`config.mk`:
```
export PLATFORM = sky130hd
export DESIGN_NAME = seq_detect_param
export DESIGN_NICKNAME = d
export VERILOG_FILES = /design/src/rtl/seq_detect_pkg.sv /design/src/rtl/seq_sat_cnt.sv /design/src/rtl/seq_detect_param.sv
export SDC_FILE = /design/constraint.sdc
export NUM_CORES = 1
export LEC_CHECK = 0
export ABC_AREA = 1
export CELL_PAD_IN_SITES_DETAIL_PLACEMENT = 1
export CELL_PAD_IN_SITES_GLOBAL_PLACEMENT = 1
export CORE_AREA = 2 2 53 55
export CTS_CLUSTER_DIAMETER = 50
export DETAILED_ROUTE_END_ITERATION = 10
export DIE_AREA = 0 0 55 57
export GPL_TIMING_DRIVEN = 1
export MAX_ROUTING_LAYER = met4
export PLACE_DENSITY = 0.57
export REMOVE_ABC_BUFFERS = 1
export SLEW_MARGIN = 20
export SYNTH_ARGS = -nofsm -noshare
export SYNTH_HDL_FRONTEND = slang
export SYNTH_SLANG_ARGS = --single-unit
```
`constraint.sdc`:
```
create_clock -name clk -period 2.97 [get_ports clk]
set_input_delay 0.297 -clock clk [delete_from_list [all_inputs] [get_ports clk]]
set_output_delay 0.297 -clock clk [all_outputs]
set_load 0.01 [all_outputs]
```
`src/rtl/seq_detect_pkg.sv`:
```
// Shared types for the parameterised serial pattern detector:
// the FILL/RUN state encoding and the overlap mode constants.
package seq_detect_pkg;

    typedef enum logic {
        FILL = 1'b0,
        RUN  = 1'b1
    } seq_state_e;

    localparam logic MODE_NONOVL = 1'b0;
    localparam logic MODE_OVL    = 1'b1;

endpackage

```
`src/rtl/seq_sat_cnt.sv`:
```
// Saturating up-counter with synchronous clear; clear beats increment.
module seq_sat_cnt #(
    parameter int CNT_W = 8
) (
    input  logic             clk,
    input  logic             rst,
    input  logic             clr,
    input  logic             inc,
    output logic [CNT_W-1:0] cnt
);

    logic [CNT_W-1:0] cnt_q;
    logic [CNT_W-1:0] cnt_d;

    always_comb begin
        cnt_d = cnt_q;
        if (clr) begin
            cnt_d = '0;
        end else if (inc && (cnt_q != {CNT_W{1'b1}})) begin
            cnt_d = cnt_q + 1'b1;
        end
    end

    always_ff @(posedge clk or posedge rst) begin
        if (rst) begin
            cnt_q <= '0;
        end else begin
            cnt_q <= cnt_d;
        end
    end

    assign cnt = cnt_q;

endmodule

```
`src/rtl/seq_detect_param.sv`:
```
// Runtime-loadable serial pattern detector with overlapping/non-overlapping mode.
// Define SEQDET_CNT_EN to add the saturating match counter (match_cnt, cnt_clr).
module seq_detect_param
    import seq_detect_pkg::*;
#(
    parameter int               PAT_W   = 4,
    parameter logic [PAT_W-1:0] DEF_PAT = 4'b1001,
    parameter int               CNT_W   = 8
) (
    input  logic             clk,
    input  logic             rst,
    input  logic             en,
    input  logic             d,
    input  logic             load,
    input  logic [PAT_W-1:0] pat_in,
    input  logic             ovl_in,
`ifdef SEQDET_CNT_EN
    input  logic             cnt_clr,
    output logic [CNT_W-1:0] match_cnt,
`endif
    output logic             dout
);

    localparam int               FILL_W   = $clog2(PAT_W);
    localparam logic [FILL_W-1:0] FILL_MAX = FILL_W'(PAT_W - 1);

    if ((PAT_W < 2) || (PAT_W > 16) || (CNT_W < 1)) begin : g_bad_param
        $error("seq_detect_param: PAT_W must be 2..16 and CNT_W >= 1");
    end

    seq_state_e        state_q;
    logic [PAT_W-2:0]  hist_q;
    logic [FILL_W-1:0] fill_q;
    logic [PAT_W-1:0]  pat_q;
    logic              mode_q;
    logic              dout_q;

    logic [PAT_W-1:0]  window;
    logic [PAT_W-2:0]  hist_d;
    logic              accept;
    logic              match_d;

    // The incoming bit completes the window; bit PAT_W-1 is the oldest.
    assign window  = {hist_q, d};
    assign hist_d  = window[PAT_W-2:0];
    assign accept  = en & ~load;
    assign match_d = accept && (state_q == RUN) && (window == pat_q);

    always_ff @(posedge clk or posedge rst) begin
        if (rst) begin
            state_q <= FILL;
            hist_q  <= '0;
            fill_q  <= '0;
            pat_q   <= DEF_PAT;
            mode_q  <= MODE_NONOVL;
            dout_q  <= 1'b0;
        end else begin
            dout_q <= match_d;
            if (load) begin
                pat_q   <= pat_in;
                mode_q  <= ovl_in;
                hist_q  <= '0;
                fill_q  <= '0;
                state_q <= FILL;
            end else if (accept) begin
                hist_q <= hist_d;
                case (state_q)
                    FILL: begin
                        fill_q <= fill_q + 1'b1;
                        if (fill_q == FILL_MAX - 1'b1) begin
                            state_q <= RUN;
                        end
                    end
                    RUN: begin
                        // Non-overlapping: the matched bits must all be refilled.
                        if (match_d && (mode_q == MODE_NONOVL)) begin
                            fill_q  <= '0;
                            state_q <= FILL;
                        end
                    end
                    default: state_q <= FILL;
                endcase
            end
        end
    end

    assign dout = dout_q;

`ifdef SEQDET_CNT_EN
    seq_sat_cnt #(
        .CNT_W(CNT_W)
    ) u_cnt (
        .clk(clk),
        .rst(rst),
        .clr(cnt_clr),
        .inc(dout_q),
        .cnt(match_cnt)
    );
`endif

endmodule

```
==> results of run 1 <==
## where the power goes
group,internal [mW],switching [mW]
logic,0.0300,0.0323
registers,0.178,0.00886
clock network,0.0745,0.0556
## critical path, cell delays in order
cell and delay, ps:
clkdlybuf4s50_1 640, inv_2 220, nand3_2 80, nor2_2 130, nand4_1 130, nand2_1 90, nand2_1 60, nand2_1 60
nand2_1 50
## cells in the mapped netlist (all sizes together)
cell / number
nand2: 24
inv: 12
dfrtp: 10
o21ai: 7
nand3: 4
nor2: 4
nand4: 3
dfstp: 2
a21oi: 1
buf: 1
bufinv: 1
clkbuf: 1
ha: 1
or2: 1
or4: 1
xnor2: 1
## through the flow
stage	hold slack [ps]	instances	setup WS [ps]	power [mW]
2_1_floorplan	160	72	1750	0.227
6_report	328	117	1370	0.380
5_1_grt	372	117	1160	0.407
4_1_cts	347	117	1340	0.392
3_5_place_dp	462	113	1040	0.255
3_3_place_gp	459	113	1080	0.252
## registers in the layout, summed over array words and instances, names as in the netlist
| name | count |
|---|---|
| hist_q | 3 |
| fill_q | 2 |
| state_q | 1 |
| dout | 1 |
| pat_q | 4 |
| mode_q | 1 |
## cell type report
cell class                 instances  area (um^2)  area share, %
clock buffer                       4         36.3           4.64
timing repair buffer              10          100           12.8
multi-input combinational         47          241           30.9
sequential                        12          303           38.7
tap                               31         38.8           4.96
inverter                          13         62.6           8.00
## routing by layer
layer,part of all wire [%],track usage [%],wire length (um),vias up
met2,46,15.1,599,9
met1,48,13.1,632,226
li1,-,-,-,255
met5,0,-,0,-
met4,2.1,8.36,27,0
met3,4.1,1.83,54,2
## logic make-up after synthesis
group	count (synthesis)
flip-flops	12
XOR/XNOR	1
buffers and inverters	15
adder cells (fa/ha/maj)	1
AO/OA/AOI/OAI	8
AND/OR/NAND/NOR	37
## how the worst max path moves through the flow
stage                                from               endpoint  slack (ps)  cells past startpoint
finish                               load  fill_q[1]$_DFFE_PP0P_        1370                      9
global route                         load  fill_q[1]$_DFFE_PP0P_        1160                      9
CTS                                  load  fill_q[1]$_DFFE_PP0P_        1340                      9
detailed placement                   load  fill_q[1]$_DFFE_PP0P_        1040                      9
global placement                     load  fill_q[1]$_DFFE_PP0P_        1080                      9
floorplan           fill_q[0]$_DFFE_PP0P_  fill_q[1]$_DFFE_PP0P_        1750                      4
==> impl_metrics.json, run 1 <==
{
  "synth_top_area_cell": "dfrtp_1",
  "status": "complete, no violations",
  "gp_congestion": 0.717,
  "grt_start_max_net_pins": 14,
  "final_area_um2": 782,
  "drc": 0,
  "dieWidth_um": 55,
  "synth_compound_gate_area_share_pct": 6.44,
  "avgSynthCellArea_um2": 8.40,
  "synth_top_family_by_area": "simple AND/OR/NAND/NOR gates",
  "cts_tree": "yes",
  "start_util_pct": 23.8,
  "synthSimpleGateAreaFrac_pct": 27.8,
  "crit_fanout": 13,
  "slew_headroom_pct": 69.1,
  "vias": 492,
  "core_area_mm2": 0.00262,
  "clock_path_buffers": 2,
  "track_usage_pct": 10.7,
  "required_ps": 3130,
  "yosysUniqueCellTypes": 21,
  "via_per_inst": 4.21,
  "maxCapViolCount": 0,
  "r2r_start": "fill_q[0]$_DFFE_PP0P_",
  "r2r_end": "fill_q[1]$_DFFE_PP0P_",
  "p_leak_nw": 0.384,
  "fin_nets": 98,
  "die-height_um": 57,
  "io_pins": 11,
  "crit_path_start_kind": "primary input",
  "fin_setup_tns_ps": 0,
  "grt_setup_unrepaired": "no",
  "grt_pass1_vias": 533,
  "ant_nets": 0,
  "period_share_pct": 53.7,
  "synth_top_cell_area_share_pct": 40.2,
  "holdCritPathClass": "primary input to asynchronous set/reset pin",
  "cts-htree-levels": 1,
  "root_buffer": "clkbuf_4",
  "clk_latency_ps": 270,
  "grt_pass1_wl_um": 2300,
  "synth.area.mux_share_pct": 0,
  "ir_drop_v": 0.000196,
  "die_area_mm2": 0.00314,
  "fmaxAchievable_ghz": 0.626,
  "mostFrequentLayoutCells": "nand2_1 (24), dfrtp_1 (10), clkdlybuf4s50_1 (10)",
  "synthTopCellsByArea": "dfrtp_1 (40%), nand2_1 (14%), dfstp_2 (8.5%), inv_1 (5.4%), o21ai_0 (4.0%)",
  "wl_um": 1310,
  "syn_area_um2": 622,
  "fin_crit_ps": 1600,
  "cts_buffers": 3,
  "yosysWarnings": 0,
  "slew_viol_final": 0,
  "path_class": "primary input to register",
  "rows": 19,
  "fin_skew_ps": 6.54,
  "dr.pass1.iters": 2,
  "setup_viol": 0,
  "fill_cells": 325,
  "cts.reportedPaths.clkPinSlew_ps": 80,
  "cp-end-kind": "register",
  "hold_viol": 0,
  "drive_gt1_share_pct": 16.3,
  "worstMarginPinSlew_ps": 463,
  "holdBufCountCts": 0,
  "wire_per_inst_um": 11.2,
  "dp_hpwl_um": 1030,
  "dpl-instance-area_um2": 746,
  "synth-seq-area-share_pct": 48.7,
  "diodes": 0,
  "reg2regPathDepth": 4,
  "final_common_cell": "nand2_1",
  "synthXorXnorAreaFrac_pct": 2.62,
  "synth_fa_ha_area_share_pct": 2.01,
  "overflow": 0,
  "ys_ff_latch": 12,
  "area_growth_pct": 25.8,
  "synth_cells": 74,
  "ff2ff_setup_slack_ps": 1670,
  "antenna_found_initial": 0,
  "cts_resized": 0,
  "final_core_util_pct": 29.9,
  "cts_num_sinks": 12,
  "power.density_mw_per_mm2": 485,
  "port-buffer-count": 10,
  "dr.first_iter.drc_count": 9,
  "postCtsSetupRepairBufs": 0,
  "cp.arrival_ps": 1760
}
Power figures use the tool's default switching activity.
==> inputs of run 2 (changes only) <==
- PLACE_DENSITY: 0.57 -> 0.59
- clock period: 2.97 -> 1.4 ns (I/O delays scaled with it)
==> run 2 against run 1 <==
  * Clock-buffer cell count did not move
  * Die area did not move
  * Design area rose by 5.1%
  * First-iteration DRC count fell by 56%
  * Sequential share of layout area fell by 1.9 points
  * Worst hold slack got worse by 160 ps
  * Via count rose by 5.9%
  * Clock skew fell by 1.1 ps
  * Combinational power rose by 130%
  * Clock power rose by 120%
  * Final cell count rose by 4.3%
==> impl_metrics.json, run 2 (synthesis gave the netlist of run 1 again) <==
{
  "crit_path_start_kind": "register",
  "ir_drop_v": 0.000559,
  "fin_setup_tns_ps": 0,
  "hold_viol": 0,
  "maxCapViolCount": 0,
  "die_area_mm2": 0.00314,
  "cts-htree-levels": 1,
  "diodes": 0,
  "fin_crit_ps": 1300,
  "antenna_found_initial": 0,
  "fin_ws_ps": 96.6,
  "grt_pass1_wl_um": 2370,
  "place_ws_ps": -67.1,
  "reg_top3": "pat_q x4, hist_q x3, fill_q x2",
  "route.met3.wl_um": 55,
  "via_per_inst": 4.27,
  "core_area_mm2": 0.00262,
  "grt_pass1_vias": 567,
  "drc": 0,
  "final_core_util_pct": 31.4,
  "rows": 19,
  "fin_skew_ps": 5.40,
  "wl_um": 1330,
  "cts.reportedPaths.clkPinSlew_ps": 80,
  "final_area_um2": 822,
  "overflow": 0,
  "port-buffer-count": 10,
  "status": "complete, no violations",
  "highest_layer": "met4",
  "cts_buffers": 3,
  "fill_cells": 316,
  "cp-end-kind": "register",
  "slew_headroom_pct": 69.2,
  "dieWidth_um": 55,
  "path_class": "register to register",
  "fmaxAchievable_ghz": 0.767,
  "clk_latency_ps": 280,
  "power.density_mw_per_mm2": 1000,
  "die-height_um": 57,
  "wire_per_inst_um": 10.9,
  "gp_congestion": 0.771,
  "vias": 521,
  "track_usage_pct": 10.9,
  "clock_path_buffers": 2,
  "routed-wl-met2_um": 624,
  "dr.pass1.iters": 3,
  "grt_setup_unrepaired": "no",
  "worstMarginPinSlew_ps": 461,
  "holdCritPathClass": "primary input to asynchronous set/reset pin",
  "regMostFlops": "pat_q",
  "cts_num_sinks": 12,
  "io_pins": 11,
  "multi_input_area_um2": 244,
  "dr.first_iter.drc_count": 4,
  "seq_area_um2": 303,
  "dp_hpwl_um": 1070,
  "dpl-instance-area_um2": 783,
  "cp.arrival_ps": 1520,
  "crit_fanout": 2,
  "p_leak_nw": 0.408,
  "cts_tree": "yes",
  "hold_slack_ps": 168,
  "slew_viol_final": 0,
  "start_util_pct": 23.8,
  "m1WireLength_um": 628,
  "grt_start_max_net_pins": 13,
  "drive_gt1_share_pct": 22.0,
  "root_buffer": "clkbuf_4",
  "ant_nets": 0,
  "mostFrequentLayoutCells": "nand2_1 (23), dfrtp_1 (10), clkdlybuf4s50_1 (10)",
  "fin_nets": 103,
  "period_share_pct": 93.1,
  "setup_viol": 0,
  "final_common_cell": "nand2_1",
  "largest_reg_flops": 4,
  "required_ps": 1620,
  "area_growth_pct": 32.2
}
-- run 2: changes by cell type in the layout (fill, tap and decap cells not counted), sizes merged --
cell,change
buf,+5
-- run 2: cell type report --
class	instances	share of cell area [%]
inverters	13	7.61
flip-flops and latches	12	36.8
multi-input cells	47	29.7
well taps	31	4.72
repair buffers	15	16.7
clock buffers	4	4.41
-- run 2: stage by stage --
stage	cells	power (mW)
6_report	122	0.823
5_1_grt	122	0.874
4_1_cts	122	0.837
3_5_place_dp	118	0.552
3_3_place_gp	118	0.544
2_1_floorplan	72	0.482
-- run 2: worst max-delay path, stage by stage, from the launching register on --
cell and delay, ps:
dfrtp_1 360, inv_1 70, ha_1 280, or4_1 460, nand2_1 80
-- run 2: worst paths after layout --
path                       cells past startpoint                  start  slack (ps)                     to
min in group clk                               3              pat_in[3]         360   pat_q[3]$_DFFE_PP1P_
max                                            4  fill_q[0]$_DFFE_PP0P_         100  fill_q[1]$_DFFE_PP0P_
min reg2reg                                    2  fill_q[1]$_DFFE_PP0P_         480  fill_q[1]$_DFFE_PP0P_
min                                            2                    rst         170     mode_q$_DFFE_PP0P_
max reg2reg                                    4  fill_q[0]$_DFFE_PP0P_         100  fill_q[1]$_DFFE_PP0P_
max in group asynchronous                      2                    rst         880   pat_q[3]$_DFFE_PP1P_
-- run 2: report_power, final --
group          switching (mW)  total (mW)  internal [mW]
Sequential             0.0193       0.398          0.379
Clock                   0.123       0.281          0.158
Combinational          0.0710       0.144         0.0733
Total                   0.213       0.823          0.610
-- run 2: timing repair --
item / 4_1_cts / 5_1_grt
endpoints found under the setup margin: 0 / 1
hold buffers: 0 / 0
gates resized for setup: 0 / 1
buffers inserted: 0 / 0
-- run 2: routing by layer --
layer / global-route usage (%) / up-vias
li1: - / 262
met1: 13.1 / 247
met2: 16.8 / 8
met3: 3.93 / 4
met4: 3.14 / 0
met5: - / -
==> inputs of run 3 (changes only) <==
- ABC_AREA: 1 -> default
- CORE_AREA: 2 2 53 55 -> 2 2 51 53
- DIE_AREA: 0 0 55 57 -> 0 0 53 55
- PLACE_DENSITY: 0.59 -> 0.56
==> run 3 against run 2 <==
  * Clock-buffer cell count stayed put
  * Worst hold slack hardly changed
  * Sequential share of layout area is 3.0 points higher
  * Critical path depth stayed put
  * Synthesized cell count is 36% lower
  * Fmax is 0.19% lower
  * Highest routed layer is now met3
  * First-iteration DRC count is 25% lower
  * Register-to-register slack hardly changed
  * Design area is 7.6% lower
  * Largest cell class unchanged
  * Core utilization is 0.68 points higher
  * Largest power group unchanged
==> impl_metrics.json, run 3 <==
{
  "yosysWarnings": 0,
  "clock_path_buffers": 2,
  "path_class": "register to register",
  "slew_headroom_pct": 69.6,
  "worstMarginPinSlew_ps": 455,
  "root_buffer": "clkbuf_4",
  "synth-seq-area-share_pct": 53.3,
  "dr.first_iter.drc_count": 3,
  "largest_reg_flops": 4,
  "crit_fanout": 3,
  "postCtsSetupRepairBufs": 0,
  "fmaxAchievable_ghz": 0.766,
  "seq_area_um2": 303,
  "period_share_pct": 93.3,
  "fill_cells": 281,
  "grt_pass1_vias": 389,
  "cts_tree": "yes",
  "synth_top_family_by_area": "multiplexers",
  "fin_cells": 93,
  "drive_gt1_share_pct": 25.4,
  "hold_viol": 0,
  "port-buffer-count": 10,
  "die_area_mm2": 0.00292,
  "synth.area.mux_share_pct": 16.7,
  "grt_setup_unrepaired": "no",
  "fin_crit_ps": 1310,
  "overflow": 0,
  "slew_viol_final": 0,
  "required_ps": 1570,
  "crit_path_start_kind": "register",
  "synthTopCellsByCount": "dfrtp_1 (10), nor2_1 (7), mux2i_1 (5), mux2_2 (4)",
  "synth_fa_ha_area_share_pct": 2.20,
  "diodes": 0,
  "mostFrequentLayoutCells": "dfrtp_1 (10), clkdlybuf4s50_1 (10), nor2_1 (7)",
  "ys_ff_latch": 12,
  "cp-end-kind": "register",
  "area_growth_pct": 33.7,
  "wire_per_inst_um": 10.8,
  "multi_input_area_um2": 241,
  "synth_compound_gate_area_share_pct": 8.37,
  "regMostFlops": "pat_q",
  "setup_viol": 0,
  "final_area_um2": 759,
  "drc": 0,
  "track_usage_pct": 8.91,
  "synth_top_cell_area_share_pct": 44.1,
  "clk_latency_ps": 280,
  "synthXorXnorAreaFrac_pct": 6.17,
  "synth-edff-count": 0,
  "cts_resized": 0,
  "worstSetupStartpoint": "pat_q[3]$_DFFE_PP1P_",
  "synth_ff_type": "dfrtp_1",
  "power.density_mw_per_mm2": 1040,
  "grt_pass1_wl_um": 1720,
  "syn_area_um2": 568,
  "status": "complete, no violations",
  "synthArstFlopShare_pct": 100,
  "synthSimpleGateAreaFrac_pct": 9.03,
  "holdBufCountCts": 0,
  "cts.reportedPaths.clkPinSlew_ps": 80,
  "synthTopCellsByArea": "dfrtp_1 (44%), dfstp_2 (9.3%), mux2i_1 (8.8%), mux2_2 (7.9%), nor2_1 (4.6%)",
  "dr.pass1.iters": 2,
  "fin_nets": 75,
  "dpl-instance-area_um2": 723,
  "fin_skew_ps": 7.41,
  "gp_congestion": 0.692,
  "ir_drop_v": 0.000453,
  "synthMostInstantiatedCell": "dfrtp_1",
  "wl_um": 1000,
  "dp_cells": 89,
  "cts_num_sinks": 12,
  "p_leak_nw": 0.342,
  "die-height_um": 55,
  "r2r_start": "pat_q[3]$_DFFE_PP1P_",
  "grt_start_max_net_pins": 13,
  "cts_buffers": 3,
  "avgSynthCellArea_um2": 12.1,
  "start_util_pct": 24.0,
  "synth_top_area_cell": "dfrtp_1",
  "ant_nets": 0,
  "rows": 18,
  "io_pins": 11,
  "cts-htree-levels": 1,
  "synth_cells": 47,
  "core_area_mm2": 0.00236,
  "antenna_found_initial": 0,
  "maxCapViolCount": 0,
  "cp.arrival_ps": 1480,
  "reg_top3": "pat_q x4, hist_q x3, fill_q x2",
  "dp_hpwl_um": 803,
  "dieWidth_um": 53,
  "report.power.total_mw": 0.789,
  "yosysUniqueCellTypes": 19,
  "vias": 386,
  "fin_setup_tns_ps": 0,
  "holdCritPathClass": "primary input to asynchronous set/reset pin",
  "via_per_inst": 4.15
}
run 3: cell count changes in the layout (fill, tap and decap cells not counted), moves of 2 or more:
cell | before | now
mux2_2 | 0 | 4
nand3_1 | 3 | 1
mux2i_1 | 0 | 5
o21ai_1 | 2 | 0
inv_1 | 9 | 3
o2bb2ai_1 | 0 | 2
xor2_1 | 0 | 3
nand4_1 | 3 | 0
inv_2 | 3 | 0
o21ai_0 | 5 | 1
nand2_1 | 23 | 1
nor2_1 | 2 | 7
run 3: worst max-delay path: stages (launching register included):
cell and delay [ps]:
dfstp_2 530, xor2_1 70, nor3_2 210, a41oi_2 180
a31o_1 210
run 3: logic make-up after synthesis:
kind of cell,after synthesis
muxes,9
DFF,12
buffers and inverters,5
and+or+nand+nor,11
AOI/OAI and AO/OA,5
adders and majority gates,1
xor gates and xnor gates,4
run 3: routing by layer:
layer,global-route usage (%),vias up,routed length [um],share of wire (%)
met1,9.88,185,486,49
met2,14.0,9,469,47
li1,-,192,-,-
met4,3.85,0,0,0
met5,-,-,0,0
met3,4.03,0,44,4.4
run 3: worst paths after layout:
kind                                   endpoint  slack, ps  depth (start not counted)
max reg2reg                 state_q$_DFFE_PP0P_         90                          4
min                         state_q$_DFFE_PP0P_        170                          2
max                         state_q$_DFFE_PP0P_         90                          4
min reg2reg                pat_q[1]$_DFFE_PP0P_        530                          1
min in group clk             mode_q$_DFFE_PP0P_        440                          3
max in group asynchronous  pat_q[3]$_DFFE_PP1P_        880                          2
run 3: where the power goes:
group | internal [mW] | leakage [nW] | switching, mW | total (mW)
combinational | 0.0677 | 0.169 | 0.0521 | 0.120
clock | 0.158 | 0.0210 | 0.117 | 0.275
sequential | 0.376 | 0.152 | 0.0178 | 0.393
run 3: layout make-up:
cell class / instances / area share, %
Sequential cell: 12 / 39.9
Tap cell: 30 / 4.94
Inverter: 3 / 1.48
Clock buffer: 4 / 4.78
Multi-Input combinational cell: 30 / 31.8
Timing Repair Buffer: 14 / 17.1
run 3: through the flow:
step                      worst slack [ps]  utilization, %  hold slack (ps)
after floorplan                        183               -             3.27
after global placement                38.3            30.6              492
after detailed placement              31.9            30.6              490
after CTS                             66.9            32.1              174
after global routing                  3.67            32.1              198
final                                 94.2            32.1              168
